`src/rtl/ram_perf_tester_if.sv`:
```
// Command / write / read channel between the perf tester and the RAM controller.
interface ram_perf_tester_if;
  logic [1:0]  cmd;
  logic [2:0]  cmd_block;
  logic        write_ready;
  logic        write_trigger;
  logic [15:0] write_data;
  logic        write_done;
  logic        read_ready;
  logic        read_trigger;
  logic [15:0] read_data;
  logic        read_done;

  // Tester side: issues commands, pushes write data, pulls read data.
  modport master (
    output cmd, cmd_block, write_trigger, write_data, read_trigger,
    input  write_ready, write_done, read_ready, read_data, read_done
  );

  // Controller side.
  modport slave (
    input  cmd, cmd_block, write_trigger, write_data, read_trigger,
    output write_ready, write_done, read_ready, read_data, read_done
  );
endinterface

```
`src/rtl/ram_perf_tester.sv`:
```
// Block write / read-back traffic generator with data check, error stats,
// per-phase cycle counters and a per-phase watchdog.
module ram_perf_tester #(
  parameter int unsigned BlockSize     = 2304*1296,
  parameter logic [1:0]  CmdNone       = 2'd0,
  parameter logic [1:0]  CmdRead       = 2'd1,
  parameter logic [1:0]  CmdWrite      = 2'd2,
  parameter logic [15:0] Seed          = 16'hA5C3,
  parameter int unsigned TimeoutCycles = 2**24
) (
  input  logic        clk,
  input  logic        rst_,
  input  logic        start,
  input  logic [2:0]  block,
  output logic        busy,
  output logic        done,
  output logic        pass,
  output logic [15:0] err_count,
  output logic [21:0] first_err_idx,
  output logic        timeout,
  output logic [31:0] write_cycles,
  output logic [31:0] read_cycles,
  ram_perf_tester_if.master ctrl
);
  // idx must be able to hold BlockSize itself
  localparam int IdxW = $clog2(BlockSize + 1);
  localparam logic [IdxW-1:0] LastIdx = IdxW'(BlockSize - 1);
  localparam logic [31:0]     TmoLim  = 32'(TimeoutCycles);

  typedef enum logic [2:0] {
    S_IDLE, S_WCMD, S_WRITE, S_WWAIT, S_RCMD, S_READ, S_RWAIT, S_FIN
  } state_t;

  state_t          state_q, state_d;
  logic [IdxW-1:0] idx_q;
  logic [31:0]     cycle_q;
  logic [2:0]      block_q;
  logic            cmp_vld_q, cmp_bad_q;
  logic [IdxW-1:0] cmp_idx_q;
  logic [15:0]     err_q;
  logic [21:0]     first_q;
  logic            tmo_q, early_q, res_q;
  logic [31:0]     wcyc_q, rcyc_q;

  logic        wr_acc, rd_acc, counting, tmo_hit, early_ev, cmp_err;
  logic [15:0] pat;
  logic [1:0]  err_inc;
  logic [16:0] err_sum;

  assign pat      = 16'(idx_q) ^ Seed;
  assign wr_acc   = ctrl.write_trigger && ctrl.write_ready;
  assign rd_acc   = ctrl.read_trigger && ctrl.read_ready;
  assign counting = (state_q == S_WRITE) || (state_q == S_WWAIT) ||
                    (state_q == S_READ)  || (state_q == S_RWAIT);
  assign tmo_hit  = counting && (cycle_q == TmoLim);
  // A done strobe while words are still outstanding ends the test as a failure
  assign early_ev = !tmo_hit && (((state_q == S_WRITE) && ctrl.write_done) ||
                                 ((state_q == S_READ)  && ctrl.read_done));
  assign cmp_err  = cmp_vld_q && cmp_bad_q;
  assign err_inc  = {1'b0, cmp_err} + {1'b0, early_ev};
  assign err_sum  = {1'b0, err_q} + 17'(err_inc);

  // State register
  always_ff @(posedge clk) begin
    if (!rst_) state_q <= S_IDLE;
    else       state_q <= state_d;
  end

  // Next-state logic; the transfer states exit on the last accepted word so
  // the trigger is already low when idx reaches BlockSize.
  always_comb begin
    state_d = state_q;
    unique case (state_q)
      S_IDLE:  if (start) state_d = S_WCMD;
      S_WCMD:  state_d = S_WRITE;
      S_WRITE: if (tmo_hit || ctrl.write_done)       state_d = S_FIN;
               else if (wr_acc && idx_q == LastIdx)  state_d = S_WWAIT;
      S_WWAIT: if (tmo_hit)                          state_d = S_FIN;
               else if (ctrl.write_done)             state_d = S_RCMD;
      S_RCMD:  state_d = S_READ;
      S_READ:  if (tmo_hit || ctrl.read_done)        state_d = S_FIN;
               else if (rd_acc && idx_q == LastIdx)  state_d = S_RWAIT;
      S_RWAIT: if (tmo_hit || ctrl.read_done)        state_d = S_FIN;
      S_FIN:   state_d = S_IDLE;
      default: state_d = S_IDLE;
    endcase
  end

  // Controller-facing and status outputs decoded from state
  always_comb begin
    ctrl.cmd           = CmdNone;
    ctrl.cmd_block     = 3'd0;
    ctrl.write_trigger = 1'b0;
    ctrl.read_trigger  = 1'b0;
    busy               = 1'b0;
    done               = 1'b0;
    unique case (state_q)
      S_WCMD:  begin ctrl.cmd = CmdWrite; ctrl.cmd_block = block_q; end
      S_RCMD:  begin ctrl.cmd = CmdRead;  ctrl.cmd_block = block_q; end
      S_WRITE: ctrl.write_trigger = 1'b1;
      S_READ:  ctrl.read_trigger  = 1'b1;
      default: ;
    endcase
    busy = (state_q != S_IDLE) && (state_q != S_FIN);
    done = (state_q == S_FIN);
  end

  // Data path: index, phase counter, registered compare, result capture
  always_ff @(posedge clk) begin
    if (!rst_) begin
      idx_q     <= '0;
      cycle_q   <= '0;
      block_q   <= '0;
      cmp_vld_q <= 1'b0;
      cmp_bad_q <= 1'b0;
      cmp_idx_q <= '0;
      err_q     <= '0;
      first_q   <= '0;
      tmo_q     <= 1'b0;
      early_q   <= 1'b0;
      res_q     <= 1'b0;
      wcyc_q    <= '0;
      rcyc_q    <= '0;
    end else begin
      if (state_q == S_IDLE && start) begin
        block_q <= block;
        err_q   <= '0;
        first_q <= '0;
        tmo_q   <= 1'b0;
        early_q <= 1'b0;
        res_q   <= 1'b0;
        wcyc_q  <= '0;
        rcyc_q  <= '0;
      end else begin
        err_q <= err_sum[16] ? 16'hFFFF : err_sum[15:0];
        if (cmp_err && err_q == 16'd0) first_q <= 22'(cmp_idx_q);
        if (early_ev) early_q <= 1'b1;
        if (tmo_hit)  tmo_q   <= 1'b1;
        if (state_q == S_FIN) res_q <= 1'b1;
      end

      if (state_q == S_WCMD || state_q == S_RCMD) begin
        cycle_q <= '0;
        idx_q   <= '0;
      end else begin
        if (counting) cycle_q <= cycle_q + 32'd1;
        if (wr_acc || (rd_acc && !early_ev)) idx_q <= idx_q + 1'b1;
      end

      // the compare lands one cycle after the accept; a word accepted
      // together with an early done is not checked
      cmp_vld_q <= rd_acc && !early_ev && !tmo_hit;
      cmp_bad_q <= ctrl.read_data != pat;
      cmp_idx_q <= idx_q;

      if (state_q == S_WWAIT && ctrl.write_done && !tmo_hit) wcyc_q <= cycle_q + 32'd1;
      if (state_q == S_RWAIT && ctrl.read_done  && !tmo_hit) rcyc_q <= cycle_q + 32'd1;
    end
  end

  assign ctrl.write_data = ctrl.write_trigger ? pat : 16'd0;
  assign err_count       = err_q;
  assign first_err_idx   = first_q;
  assign timeout         = tmo_q;
  assign write_cycles    = wcyc_q;
  assign read_cycles     = rcyc_q;
  assign pass            = (done || res_q) && (err_q == 16'd0) && !tmo_q && !early_q;
endmodule

```
`src/flat_wrapper.sv`:
```
// flat-port wrapper written by rule: the top's interface ports become plain ports
module ram_perf_tester_flat 
#(
  parameter int unsigned BlockSize     = 2304*1296,
  parameter logic [1:0]  CmdNone       = 2'd0,
  parameter logic [1:0]  CmdRead       = 2'd1,
  parameter logic [1:0]  CmdWrite      = 2'd2,
  parameter logic [15:0] Seed          = 16'hA5C3,
  parameter int unsigned TimeoutCycles = 2**24
)
  (clk, rst_, start, block, busy, done, pass, err_count, first_err_idx, timeout, write_cycles, read_cycles, ctrl_cmd, ctrl_cmd_block, ctrl_write_trigger, ctrl_write_data, ctrl_read_trigger, ctrl_write_ready, ctrl_write_done, ctrl_read_ready, ctrl_read_data, ctrl_read_done);
  ram_perf_tester_if ctrl_i ();
  input  logic clk;
  input  logic rst_;
  input  logic start;
  input  logic [2:0] block;
  output logic busy;
  output logic done;
  output logic pass;
  output logic [15:0] err_count;
  output logic [21:0] first_err_idx;
  output logic timeout;
  output logic [31:0] write_cycles;
  output logic [31:0] read_cycles;
  output wire logic [$bits(ctrl_i.cmd)-1:0] ctrl_cmd;
  output wire logic [$bits(ctrl_i.cmd_block)-1:0] ctrl_cmd_block;
  output wire logic [$bits(ctrl_i.write_trigger)-1:0] ctrl_write_trigger;
  output wire logic [$bits(ctrl_i.write_data)-1:0] ctrl_write_data;
  output wire logic [$bits(ctrl_i.read_trigger)-1:0] ctrl_read_trigger;
  input wire logic [$bits(ctrl_i.write_ready)-1:0] ctrl_write_ready;
  input wire logic [$bits(ctrl_i.write_done)-1:0] ctrl_write_done;
  input wire logic [$bits(ctrl_i.read_ready)-1:0] ctrl_read_ready;
  input wire logic [$bits(ctrl_i.read_data)-1:0] ctrl_read_data;
  input wire logic [$bits(ctrl_i.read_done)-1:0] ctrl_read_done;
  assign ctrl_cmd = ctrl_i.cmd;
  assign ctrl_cmd_block = ctrl_i.cmd_block;
  assign ctrl_write_trigger = ctrl_i.write_trigger;
  assign ctrl_write_data = ctrl_i.write_data;
  assign ctrl_read_trigger = ctrl_i.read_trigger;
  assign ctrl_i.write_ready = ctrl_write_ready;
  assign ctrl_i.write_done = ctrl_write_done;
  assign ctrl_i.read_ready = ctrl_read_ready;
  assign ctrl_i.read_data = ctrl_read_data;
  assign ctrl_i.read_done = ctrl_read_done;
  ram_perf_tester #(.BlockSize(BlockSize), .CmdNone(CmdNone), .CmdRead(CmdRead), .CmdWrite(CmdWrite), .Seed(Seed), .TimeoutCycles(TimeoutCycles)) u_core (.clk(clk), .rst_(rst_), .start(start), .block(block), .busy(busy), .done(done), .pass(pass), .err_count(err_count), .first_err_idx(first_err_idx), .timeout(timeout), .write_cycles(write_cycles), .read_cycles(read_cycles), .ctrl(ctrl_i));
endmodule
```
`config.mk`:
```
export PLATFORM = sky130hd
export DESIGN_NAME = ram_perf_tester_flat
export DESIGN_NICKNAME = d
export VERILOG_FILES = /design/src/rtl/ram_perf_tester_if.sv /design/src/rtl/ram_perf_tester.sv /design/src/flat_wrapper.sv
export SDC_FILE = /design/constraint.sdc
export NUM_CORES = 1
export LEC_CHECK = 0
export ABC_AREA = 0
export CORE_UTILIZATION = 60
export CTS_BUF_LIST = sky130_fd_sc_hd__clkbuf_2
export DETAILED_ROUTE_END_ITERATION = 16
export DONT_BUFFER_PORTS = 1
export GPL_TIMING_DRIVEN = 0
export PLACE_DENSITY = 0.75
export SETUP_SLACK_MARGIN = 0.02
export SYNTH_ARGS = -nofsm -noshare
export SYNTH_HDL_FRONTEND = slang
export SYNTH_SLANG_ARGS = --single-unit
```
`constraint.sdc`:
```
create_clock -name clk -period 4.18 [get_ports clk]
set_clock_uncertainty 0.15 [all_clocks]
set_input_delay 0.836 -clock clk [delete_from_list [all_inputs] [get_ports clk]]
set_output_delay 0.836 -clock clk [all_outputs]
set_load 0.01 [all_outputs]
```
==> results of run 1 <==
## metrics by stage
step                      utilization  hold WS (ns)  cell area [um2]
final                          0.6621        0.1247             8907
after global routing           0.6621       0.08220             8907
after CTS                      0.6614       0.07119             8897
after detailed placement       0.6403        0.2892             8615
after global placement         0.6403        0.2881             8615
after floorplan                     -        0.2755             8394
## cells by family (layout without fill, tap and decap cells)
family | after synthesis | in the layout
buf+inv | 86 | 122
compound gates | 138 | 138
mux | 27 | 27
xor+xnor | 88 | 88
simple gates | 455 | 455
fa+ha+maj | 5 | 5
other cells | 0 | 1
flops | 189 | 189
## power breakdown
part	internal, mW	switching, mW	total (mW)
logic	0.0648	0.225	0.290
clock network	0.279	0.628	0.907
registers	1.82	0.0154	1.84
total	2.17	0.869	3.03
## worst max path at each step
stage,start,endpoint,slack (ns),depth (start not counted)
final,u_core.state_q[2],u_core.err_count[13],0.36,12
after CTS,u_core.state_q[2],u_core.err_count[5],0.20,12
after global placement,u_core.state_q[2],u_core.err_count[13],0.33,12
after floorplan,u_core.state_q[2],u_core.err_count[10],1.04,12
after global routing,u_core.state_q[1],pass,0.1,5
after detailed placement,u_core.state_q[2],u_core.err_count[5],0.27,12
## metal layers
| metal | GRT usage | vias to the layer above |
|---|---|---|
| met2 | 0.4511 | 294 |
| met1 | 0.4393 | 3366 |
| met5 | 0 | - |
| met3 | 0.08443 | 31 |
| li1 | - | 3483 |
| met4 | 0.09105 | 0 |
## placed cells by master (no fill, tap or decap), types with 31 or more instances in the layout
master / synthesis / final
a21oi_1: 39 / 39
and2_1: 60 / 60
clkbuf_1: 51 / 51
dfxtp_1: 189 / 189
nand2_1: 51 / 51
nand3_1: 74 / 74
nand4_1: 31 / 31
nor2_1: 136 / 136
o21ai_0: 52 / 52
xnor2_1: 43 / 43
xor2_1: 45 / 44
## repair_timing
item	in CTS	in global routing
endpoints found under the hold margin	4	0
hold buffers	5	0
setup endpoints to repair	0	10
resized for setup	0	1
setup buffers	0	0
## cells in the mapped netlist, types with 2 or more instances
master | count | area share
inv_1 | 13 | 0.0058
nor4_2 | 2 | 0.0030
o21a_1 | 2 | 0.0018
nand4_1 | 31 | 0.023
a31oi_1 | 20 | 0.015
dfxtp_1 | 189 | 0.45
and2_1 | 60 | 0.045
nand4b_1 | 2 | 0.0021
or3_1 | 10 | 0.0075
nor3b_1 | 6 | 0.0054
o211ai_1 | 5 | 0.0045
clkbuf_1 | 51 | 0.023
xnor2_1 | 43 | 0.045
nand3_1 | 74 | 0.044
o21ai_0 | 52 | 0.031
o31ai_1 | 13 | 0.012
and4_1 | 8 | 0.0083
nand4_2 | 2 | 0.0030
buf_1 | 5 | 0.0022
buf_2 | 14 | 0.0083
and3_1 | 12 | 0.0089
nor4b_2 | 2 | 0.0036
nand2_1 | 51 | 0.023
a21oi_1 | 39 | 0.023
nor3_1 | 15 | 0.0089
mux2i_1 | 27 | 0.032
or2_2 | 3 | 0.0022
ha_1 | 4 | 0.0060
xor2_1 | 45 | 0.047
nor2b_1 | 8 | 0.0060
clkinv_1 | 2 | 0.00089
nand2b_1 | 2 | 0.0015
or4_1 | 17 | 0.015
nor2_1 | 136 | 0.061
nor4_1 | 11 | 0.0082
## flip-flops by register name, indices dropped and copies added, names as in the netlist, 3 cells and up
signal,cells
u_core.cycle_q,32
u_core.read_cycles,32
u_core.write_cycles,32
u_core.cmp_idx_q,22
u_core.first_err_idx,22
u_core.idx_q,22
u_core.err_count,16
u_core.block_q,3
u_core.state_q,3
## cell type report
class / instances / area (um2)
Fill cell: 1182 / 4546
Multi-Input combinational cell: 713 / 4274
Sequential cell: 189 / 3784
Buffer: 71 / 287.8
Tap cell: 176 / 220.2
Clock inverter: 13 / 142.6
Clock buffer: 18 / 90.09
Inverter: 15 / 56.30
Timing Repair Buffer: 5 / 50.05
Antenna cell: 1 / 2.502
==> impl_results.md, run 1 <==
- Run status: completed
- Syn Nets: 1019
- Final hold violation count: 0
- Slowest stage delay, CP: 0.49 ns
- Largest net degree at the start of global routing: 17
- Clk buf depth: 2
- Layout cells sized above 1: 0.05469
- Die Area: 14470 um2
- Vias in the first global route: 6331
- Non-filler instance count after layout: 1201
- Vias: 7174
- Total GRT Usage: 0.3077
- Synth Area in XOR/XNOR: 0.09182
- Final setup fails: 0
- Fmax achieved: 261.6 MHz
- Leakage: 2.985 nW
- VDD IR-drop max: 0.1787 mV
- Iter 0 DRT Violations: 607
- Worst Tran Pin Value: 0.9998 ns
- Worst r2r src: u_core.state_q[2]
- Htree depth: 4
- Most frequent CP cell: nand2_1
- CTS sink count: 189
- CP Capture Type: register
- Initial antenna violation count: 1
- Final Slew Violations: 0
- First drt pass iteration count: 5
- Initial core utilization: 0.6240
- Reg2Reg Setup Slack: 0.36 ns
- Synth Area in Simple Gates: 0.2825
- Ys async rst share: 0
- Post-place setup slack: 0.2661 ns
- MaxCap Viol Count: 0
- Met2 Wirelength: 9.742 mm
- Grt ovf: 0
- Root buffer cell: clkbuf_2
- Hold-critical path endpoint: u_core.err_count[12]
- Worst Path Buf+Inv: 3
- Area of the core: 13450 um2
- Total power: 3.035 mW
- CTS tree: yes
- Mapped Area: 8394 um2
- RSZ-0062 raised after global routing: no
- Minimum clock period after layout: 3.823 ns
- Vias per cell: 5.973
- Compound-cell area share of the yosys netlist: 0.09346
- Reg2reg end: u_core.err_count[13]
- DP Wirelength: 16.38 mm
- Post-synthesis sequential area ratio: 0.4507
- Mux contribution to synthesized area: 0.03220
- Gpl congestion: 0.8976
- Width of the die: 120.3 um
- Highest metal used: met4
- Number of synthesized flops with an enable pin: 0
- Num CTS Buffers: 17
- Period utilization: 0.9146
- Cell count after synthesis: 988
- Hold Crit Class: in2reg
- Worst-Skew Late Latency: 0.78 ns
- Antenna Nets Post-Route: 0
- First-pass GRT wire length: 34.65 mm
- Critical path class: reg2reg
- Std cell rows: 42
- Crit path max fanout: 10
- Slew margin rel.: 0.3273
- Hold path startpoint: rst_
- CP startpoint kind: register
- Largest family of logic cells by synthesized area: simple AND/OR/NAND/NOR gates
- Cell family with the largest share of critical-path delay: simple AND/OR/NAND/NOR gates
- Met1 WL: 9.945 mm
- PwrDens: 340.7 nW/um2
- Slowest stage cell, crit path: nor2_1
- Unique cell type count in the Yosys netlist: 47
- Port bufs: 0
- Met3 wire length: 2.013 mm
- DRC Markers: 0
- Synth Area in Adders: 0.008347
- Vert. Die Dim: 120.3 um
- Yosys reg bits: 189
- TNS Setup: 0 ns
- IO Count: 155
- Post-Syn Area per Cell: 8.496 um2
- CP arrival: 4.40 ns
- Routed wire length: 22.01 mm
- Critical-path cell list: buf_2, nand2_1, nor2_1, a22oi_1, or2_2, fa_1, inv_1, ha_1, nand2_1, or3_1, clkbuf_1, a21oi_1
- Main synth FF type: dfxtp_1
- Placed cells: 1164
- Clock transition at path regs: 0.25 ns
- Reg2Reg Depth: 12
- Worst setup margin: 0.3569 ns
- # nets final: 1043
- Yosys Warn Count: 0
- CP required: 4.75 ns
- Area grow syn2layout: 6.111%
- Drt wl/cell: 18.33 um
- Worst Hold Path Cells: 2
(Power assumes the default switching activity.)
==> inputs of run 2 (changes only) <==
==> constraint.sdc (replaced) <==
create_clock -name clk -period 4.4 [get_ports clk]
set_clock_uncertainty 0.15 [all_clocks]
set_input_delay 0.88 -clock clk [delete_from_list [all_inputs] [get_ports clk]]
set_output_delay 0.88 -clock clk [all_outputs]
set_load 0.01 [all_outputs]
==> impl_results.md, run 2 (same netlist as run 1, synthesis figures left out) <==
- Run status: completed
- Switch Pwr: 0.8227 mW
- Initial antenna violation count: 1
- Grt ovf: 0
- Non-filler instance count after layout: 1197
- Port bufs: 0
- CTS sink count: 189
- Width of the die: 120.3 um
- Placed cells: 1164
- Routed wire length: 21.95 mm
- Slew margin rel.: 0.3278
- Drt wl/cell: 18.33 um
- Total GRT Usage: 0.3073
- Clk buf depth: 2
- Sequential share of power: 0.606
- Vias in the first global route: 6304
- TNS Setup: 0 ns
- Post-CTS setup buffer count: 0
- Htree depth: 4
- Clock transition at path regs: 0.27 ns
- Largest net degree at the start of global routing: 17
- Fmax achieved: 250.3 MHz
- DRC Markers: 0
- Critical path class: reg2reg
- Worst Tran Pin Value: 0.9992 ns
- Initial core utilization: 0.6240
- Root buffer cell: clkbuf_2
- Final setup fails: 0
- Crit path max fanout: 10
- Minimum clock period after layout: 3.995 ns
- Finished Cell Area: 8860 um2
- Std cell rows: 42
- # nets final: 1039
- Vert. Die Dim: 120.3 um
- Worst Hold Path Cells: 2
- Int Power: 2.055 mW
- Worst setup margin: 0.4053 ns
- Area grow syn2layout: 5.545%
- Area of the core: 13450 um2
- CTS tree: yes
- MaxCap Viol Count: 0
- VDD IR-drop max: 0.1687 mV
- Final Slew Violations: 0
- Reg2Reg Depth: 12
- Most frequent cells in the layout: dfxtp_1, nor2_1, nand3_1, and2_1, o21ai_0
- Hold Crit Class: in2reg
- Post-DP Area: 8615 um2
- CP Capture Type: register
- Die Area: 14470 um2
- Hold buffer count at cts: 1
- Layout cells sized above 1: 0.05392
- First-pass GRT wire length: 34.59 mm
- Vias per cell: 6.045
- CP required: 4.97 ns
- Post_cts resized: 0
- CP arrival: 4.57 ns
- Antenna Nets Post-Route: 0
- Leakage: 2.964 nW
- CP startpoint kind: register
- Iter 0 DRT Violations: 640
- PwrDens: 324.8 nW/um2
- Gpl congestion: 0.8976
- Num CTS Buffers: 17
- Fin Hold WS: 0.06914 ns
- IO Count: 155
- Period utilization: 0.9079
- Worst-Skew Late Latency: 0.78 ns
- Vias: 7236
- Post-place setup slack: 0.4861 ns
- Switch share: 0.2859
- Logic pwr share: 0.095
- DP Wirelength: 16.38 mm
- First drt pass iteration count: 8
- Clock share of power: 0.299
- RSZ-0062 raised after global routing: no
- Most common cell after layout, fill and taps aside: dfxtp_1
- Final hold violation count: 0
-- run 2: changes by cell type in the layout (fill, tap and decap cells not counted), sizes merged --
| cell | change |
|---|---|
| dlygate4sd3 | -4 |
-- run 2: area by class of cell --
type / instances / area, um2
flip-flops and latches: 189 / 3784
plain buffers: 71 / 287.8
fillers: 1186 / 4593
well taps: 176 / 220.2
clock buffers: 18 / 90.09
diodes: 1 / 2.502
inverters: 15 / 56.30
repair buffers: 1 / 10.01
multi-input cells: 713 / 4267
clock inverters: 13 / 142.6
-- run 2: metrics by stage --
stage | utilization | total power, mW
2_1_floorplan | - | 1.956
3_3_place_gp | 0.6403 | 2.040
3_5_place_dp | 0.6403 | 2.041
4_1_cts | 0.6584 | 2.886
5_1_grt | 0.6586 | 2.986
6_report | 0.6586 | 2.877
-- run 2: metal layers --
| layer | global-route usage | wire length (um) | vias to the layer above |
|---|---|---|---|
| li1 | - | - | 3473 |
| met1 | 0.4393 | 9836 | 3408 |
| met2 | 0.4497 | 9614 | 318 |
| met3 | 0.08443 | 2125 | 37 |
| met4 | 0.09105 | 369 | 0 |
| met5 | 0 | 0 | - |
-- run 2: path summary, 6_finish.rpt --
path	startpoint	slack (ns)	end
hold reg to reg	u_core.early_q	0.32	u_core.early_q
setup / recovery	u_core.state_q[2]	0.41	u_core.err_count[13]
setup reg to reg	u_core.state_q[2]	0.41	u_core.err_count[13]
hold / removal	block[1]	0.07	u_core.block_q[1]
-- run 2: power groups by stage --
stage	combinational, mW	sequential [mW]	clock, mW
after floorplan	0.186	1.77	0
after global placement	0.265	1.77	0
after detailed placement	0.266	1.78	0
after CTS	0.268	1.74	0.874
after global routing	0.298	1.75	0.940
final	0.272	1.74	0.861
-- run 2: worst max-delay path, cell delays in order, from the launching register on --
cell	delay, ns
dfxtp_1	0.37
buf_2	0.19
nand2_1	0.13
xor2_1	0.55
nor3_1	0.29
or2_2	0.39
fa_1	0.43
inv_1	0.07
ha_1	0.25
nand2_1	0.16
or3_1	0.47
clkbuf_1	0.28
a21oi_1	0.19
